[config.mk]
export PLATFORM = sky130hd
export DESIGN_NAME = fp_mul_pipe
export DESIGN_NICKNAME = d
export VERILOG_FILES = /design/src/rtl/fp_mul_pipe.sv
export SDC_FILE = /design/constraint.sdc
export NUM_CORES = 2
export LEC_CHECK = 0
export CAP_MARGIN = 20
export CORE_MARGIN = 1
export CORE_UTILIZATION = 65
export CTS_BUF_LIST = sky130_fd_sc_hd__clkbuf_8 sky130_fd_sc_hd__clkbuf_16
export DETAILED_ROUTE_END_ITERATION = 6
export PLACE_DENSITY_LB_ADDON = 0.2
export RECOVER_POWER = 100
export SYNTH_ARGS = -nofsm -noshare
export SYNTH_HDL_FRONTEND = slang
export SYNTH_SLANG_ARGS = --single-unit
export TNS_END_PERCENT = 50
[constraint.sdc]
create_clock -name clk -period 16 [get_ports clk]
set_clock_uncertainty 0.1 [all_clocks]
set_input_delay 2.4 -clock clk [delete_from_list [all_inputs] [get_ports clk]]
set_output_delay 2.4 -clock clk [all_outputs]
set_load 0.02 [all_outputs]
[src/rtl/fp_mul_pipe.sv]
// Multicycle floating-point multiplier with a start/done/serv handshake.
// It rounds to nearest-even, flushes denormal inputs to zero and reports {nv, of, uf, nx}.
module fp_mul_pipe #(
  parameter int unsigned EXP_W   = 8,
  parameter int unsigned MAN_W   = 23,
  parameter int unsigned LATENCY = 5
) (
  input  logic                   clk,
  input  logic                   n_rst,
  input  logic                   mul_start,
  input  logic                   mul_serv,
  input  logic [EXP_W+MAN_W:0]   op1,
  input  logic [EXP_W+MAN_W:0]   op2,
  output logic [EXP_W+MAN_W:0]   mul_result,
  output logic [3:0]             mul_flags,
  output logic                   mul_busy,
  output logic                   mul_done
);

  localparam int unsigned W    = 1 + EXP_W + MAN_W;
  localparam int unsigned PW   = 2 * MAN_W + 2;
  localparam int unsigned XW   = EXP_W + 2;
  localparam int unsigned BIAS = (1 << (EXP_W - 1)) - 1;

  localparam logic [EXP_W-1:0] EXP_ONES = '1;
  localparam logic [W-1:0]     QNAN     = {1'b0, EXP_ONES, 1'b1, {(MAN_W-1){1'b0}}};

  typedef enum logic [1:0] {StIdle, StBusy, StDone} state_e;

  state_e         state_q;
  logic [3:0]     cnt_q;
  logic [W-1:0]   a_q, b_q;
  logic [W-1:0]   result_q;
  logic [3:0]     flags_q;

  logic                   sign_a, sign_b, sign_r;
  logic [EXP_W-1:0]       exp_a, exp_b;
  logic [MAN_W-1:0]       frac_a, frac_b;
  logic                   zero_a, zero_b, inf_a, inf_b, nan_a, nan_b;
  logic [PW-1:0]          prod;
  logic [PW-2:0]          norm;
  logic [MAN_W-1:0]       frac_t, frac_r;
  logic                   guard, sticky, round_up, carry;
  logic [MAN_W+1:0]       man_rnd;
  logic signed [XW-1:0]   exp_sum;
  logic                   ovf, und;
  logic [W-1:0]           res_d;
  logic [3:0]             flags_d;

  always_comb begin
    sign_a = a_q[W-1];
    sign_b = b_q[W-1];
    exp_a  = a_q[W-2:MAN_W];
    exp_b  = b_q[W-2:MAN_W];
    frac_a = a_q[MAN_W-1:0];
    frac_b = b_q[MAN_W-1:0];
    sign_r = sign_a ^ sign_b;

    // exp=0 covers true zero and denormals, which are flushed without a flag
    zero_a = (exp_a == '0);
    zero_b = (exp_b == '0);
    inf_a  = (exp_a == EXP_ONES) && (frac_a == '0);
    inf_b  = (exp_b == EXP_ONES) && (frac_b == '0);
    nan_a  = (exp_a == EXP_ONES) && (frac_a != '0);
    nan_b  = (exp_b == EXP_ONES) && (frac_b != '0);
  end

  // Normalise so the leading one sits just above norm's top bit; the shift-in zero
  // cannot disturb sticky.
  always_comb begin
    prod     = PW'({1'b1, frac_a}) * PW'({1'b1, frac_b});
    norm     = prod[PW-1] ? prod[PW-2:0] : {prod[PW-3:0], 1'b0};
    frac_t   = norm[PW-2 -: MAN_W];
    guard    = norm[MAN_W];
    sticky   = |norm[MAN_W-1:0];
    round_up = guard & (sticky | frac_t[0]);
    man_rnd  = {1'b0, 1'b1, frac_t} + (MAN_W+2)'(round_up);
    carry    = man_rnd[MAN_W+1];
    frac_r   = carry ? man_rnd[MAN_W:1] : man_rnd[MAN_W-1:0];
    exp_sum  = $signed(XW'(exp_a)) + $signed(XW'(exp_b)) - $signed(XW'(BIAS))
             + $signed(XW'(prod[PW-1])) + $signed(XW'(carry));
    ovf      = exp_sum >= $signed({2'b00, EXP_ONES});
    und      = exp_sum <= $signed(XW'(0));
  end

  always_comb begin
    res_d   = {sign_r, exp_sum[EXP_W-1:0], frac_r};
    flags_d = {3'b000, guard | sticky};
    if (nan_a || nan_b || (inf_a && zero_b) || (zero_a && inf_b)) begin
      res_d   = QNAN;
      flags_d = 4'b1000;
    end else if (inf_a || inf_b) begin
      res_d   = {sign_r, EXP_ONES, {MAN_W{1'b0}}};
      flags_d = 4'b0000;
    end else if (zero_a || zero_b) begin
      res_d   = {sign_r, {(W-1){1'b0}}};
      flags_d = 4'b0000;
    end else if (ovf) begin
      res_d   = {sign_r, EXP_ONES, {MAN_W{1'b0}}};
      flags_d = 4'b0101;
    end else if (und) begin
      res_d   = {sign_r, {(W-1){1'b0}}};
      flags_d = 4'b0011;
    end
  end

  always_ff @(posedge clk or negedge n_rst) begin
    if (!n_rst) begin
      state_q  <= StIdle;
      cnt_q    <= '0;
      a_q      <= '0;
      b_q      <= '0;
      result_q <= '0;
      flags_q  <= '0;
    end else begin
      unique case (state_q)
        StIdle: begin
          if (mul_start) begin
            a_q     <= op1;
            b_q     <= op2;
            cnt_q   <= 4'(LATENCY);
            state_q <= StBusy;
          end
        end
        StBusy: begin
          if (cnt_q == 4'd1) begin
            result_q <= res_d;
            flags_q  <= flags_d;
            cnt_q    <= '0;
            state_q  <= StDone;
          end else begin
            cnt_q <= cnt_q - 4'd1;
          end
        end
        StDone: begin
          if (mul_serv) state_q <= StIdle;
        end
        default: state_q <= StIdle;
      endcase
    end
  end

  assign mul_result = result_q;
  assign mul_flags  = flags_q;
  assign mul_busy   = (state_q == StBusy);
  assign mul_done   = (state_q == StDone);

endmodule

==> results.json <==
{
  "status": "finished, violations left",
  "violations": "max-capacitance violations, max-slew violations",
  "cts_tree": "built",
  "cp-end-kind": "flip-flop",
  "grt_max_degree": 66,
  "path_class": "reg -> reg",
  "initial_utilization_pct": 66.6,
  "avgSynthCellArea_um2": 8.80,
  "syn_nets": 3620,
  "cts_resized": 0,
  "cts_hold_buf": 0,
  "vias": 20500,
  "drt_wl_total_um": 75200,
  "worst_slew_pin_slew_ns": 3.44,
  "critPathMaxStageDelay_ns": 0.93,
  "crit_path_frequent_cell": "fa_1",
  "cp-start-kind": "flip-flop",
  "hold_class": "reg -> reg",
  "timing.hold.ws_ns": 0.404,
  "synth_top_area_share_pct": 38.3,
  "synth_edf_count": 0,
  "hold_depth": 2,
  "drt-wirelength-per-cell_um": 22.1,
  "cts_buffers": 9,
  "antenna_found_initial": 0,
  "report.final.slew_viol_count": 175,
  "grt_usage_pct": 40.5,
  "hold_viol": 0,
  "die_area_um2": 39800,
  "route.detailed.drc": 0,
  "async_flop_share_pct": 100,
  "ys_seq_area_share_pct": 10.5,
  "critPathArrivalTime_ns": 14.88,
  "synth_mux_area_share_pct": 2.29,
  "placementRows": 71,
  "dr.pass1.iters": 6,
  "tns_ns": 0,
  "io_buffer_count": 105,
  "setup_violations": 0,
  "ant_nets": 0,
  "synth.cell_area_um2": 25300,
  "r2r_cells": 48,
  "clock_path_buffers": 2,
  "first_iter_violations": 2068,
  "finalNetCount": 3628,
  "cp.required_ns": 16.21,
  "num_io_pins": 106,
  "slew_headroom_pct": -129,
  "place_congestion": 0.985,
  "final.min_clock_period_ns": 14.67,
  "ys_types": 80,
  "synth-compound-area-share_pct": 7.98,
  "die_w_um": 199,
  "n_fill_cell": 2953,
  "cp_slowest_cell": "dfrtp_1",
  "drive_gt1_share_pct": 3.98,
  "fin_crit_sh_pct": 91.7,
  "grt_pass1_vias": 22100,
  "synth-simple-area-share_pct": 18.4,
  "synth_xor_area_share_pct": 2.04,
  "die_h_um": 199,
  "hpwl_um": 59500,
  "syn_inst": 2878,
  "ys_ff_latch": 106,
  "syn_to_final_growth_pct": 6.74,
  "cts.sinks": 106,
  "yosys.area.top_type": "fa_1",
  "avgViaCountPerCell": 6.03,
  "clock_latency_ns": 0.39,
  "ys.flop_type": "dfrtp_1",
  "rsz0062_at_grt": "false",
  "root_buffer": "clkbuf_16",
  "grt_pass1_wl_um": 121000,
  "cap_viol_max_count": 3,
  "overflow": 0,
  "clk_pin_slew_worst_paths_ns": 0.10,
  "cts_setup_buffers": 0,
  "synthAdderAreaFrac_pct": 47.6,
  "fmax_mhz": 68.2,
  "htree_levels": 3,
  "synth_top_family_by_area": "adder cells",
  "yosys_warnings": 0,
  "ys_top_cells_by_area": "fa_1 38%, dfrtp_1 10%, ha_1 9.4%",
  "cp_max_fo": 39,
  "core_area_um2": 38000
}
-- registers in the layout, summed over array words and instances, names as in the netlist --
signal and count:
a_q 32, b_q 32, cnt_q 4, mul_flags 4
mul_result 32, state_q 2
-- cells in the mapped netlist (4+ instances only) --
| master | number |
|---|---|
| o22ai_1 | 7 |
| a221o_1 | 4 |
| buf_1 | 5 |
| a2111oi_0 | 4 |
| nand3_2 | 5 |
| fa_1 | 484 |
| a21oi_1 | 81 |
| a21boi_0 | 8 |
| nor2b_1 | 8 |
| o31ai_1 | 6 |
| mux2i_1 | 4 |
| a211o_1 | 4 |
| a31oi_1 | 14 |
| and3_1 | 8 |
| o21ai_0 | 80 |
| mux2_2 | 48 |
| or3_1 | 11 |
| nand2b_1 | 12 |
| xnor2_1 | 36 |
| and4_1 | 11 |
| a211oi_1 | 10 |
| a22o_1 | 8 |
| clkbuf_1 | 126 |
| dfrtp_1 | 106 |
| and2_1 | 247 |
| o211ai_1 | 12 |
| inv_1 | 602 |
| nor4_1 | 24 |
| ha_1 | 190 |
| o21ai_1 | 5 |
| or2_2 | 5 |
| xor2_1 | 23 |
| nor3b_1 | 4 |
| a21o_1 | 13 |
| nand4_1 | 30 |
| o21a_1 | 11 |
| a221oi_1 | 5 |
| nor3_1 | 31 |
| a22oi_1 | 5 |
| nor2_1 | 106 |
| clkinv_1 | 4 |
| nand2_1 | 384 |
| nand3_1 | 22 |
| o21bai_1 | 5 |
-- layout make-up --
type	count	area, um2	area share, %
Multi-Input combinational cell	2028	19900	73.5
Tap cell	511	639	2.36
Clock inverter	7	80.1	0.296
Sequential cell	106	2650	9.81
Antenna cell	1	2.50	0.00926
Timing Repair Buffer	135	1290	4.77
Inverter	606	2270	8.41
Clock buffer	9	225	0.833
-- critical path: cells and delay by family (launching register included) --
kind	cells	cell delay [ns]
adder cells (fa/ha/maj)	11	4.85
AO/OA/AOI/OAI	13	3.20
buffers and inverters	8	1.32
AND/OR/NAND/NOR	14	3.74
flip-flops	1	0.93
XOR/XNOR	2	0.44
-- placed cells by master, fill, tap and decap left out, drive strengths merged, types with 8 or more instances in the layout --
cell type	count
and2	248
xor2	23
mux2	48
nor2b	8
and3	8
xnor2	36
buf	26
o21ai	85
nor3	31
nand2	384
o211ai	12
and4	11
nand4	30
a22o	8
inv	605
o21a	11
or3	11
clkbuf	14
ha	190
nor4	26
fa	484
a21o	13
dlygate4sd3	40
a31oi	14
dfrtp	106
a211oi	11
a21oi	82
a21boi	8
nand3	27
nand2b	12
clkdlybuf4s50	64
nor2	106
-- routing by layer --
| metal | part of all wire [%] | vias up | track usage (%) |
|---|---|---|---|
| li1 | - | 8894 | - |
| met1 | 39 | 10300 | 53.2 |
| met2 | 47 | 1147 | 64.2 |
| met3 | 11 | 218 | 9.96 |
| met4 | 4.1 | 0 | 16.9 |
| met5 | 0 | - | 0 |
-- final timing paths --
path / from / endpoint / slack [ns]
setup / recovery: a_q[22] / mul_result[10] / 1.33
hold / removal: mul_result[0] / mul_result[0] / 0.40
setup reg to reg: a_q[22] / mul_result[10] / 1.33
hold reg to reg: mul_result[0] / mul_result[0] / 0.40
max in group asynchronous: n_rst / b_q[19] / 8.74
min in group asynchronous: n_rst / a_q[26] / 2.86
-- through the flow --
stage | util [%] | instance area [um2] | setup WS [ns] | cells
2_1_floorplan | - | 25300 | 3.74 | 2878
4_1_cts | 71.0 | 27000 | 1.69 | 3399
3_3_place_gp | 70.2 | 26700 | 2.21 | 3383
3_5_place_dp | 70.2 | 26700 | 1.83 | 3383
6_report | 71.1 | 27000 | 1.33 | 3403
5_1_grt | 71.1 | 27000 | 0.327 | 3402
-- cell families after synthesis --
| kind of cell | after synthesis |
|---|---|
| compound gates | 314 |
| xor+xnor | 59 |
| fa+ha+maj | 674 |
| buf+inv | 744 |
| flops | 106 |
| mux | 52 |
| simple gates | 929 |
Power is not shown: default switching activity piles up to over one toggle a cycle in this logic, so the estimate is an artifact.
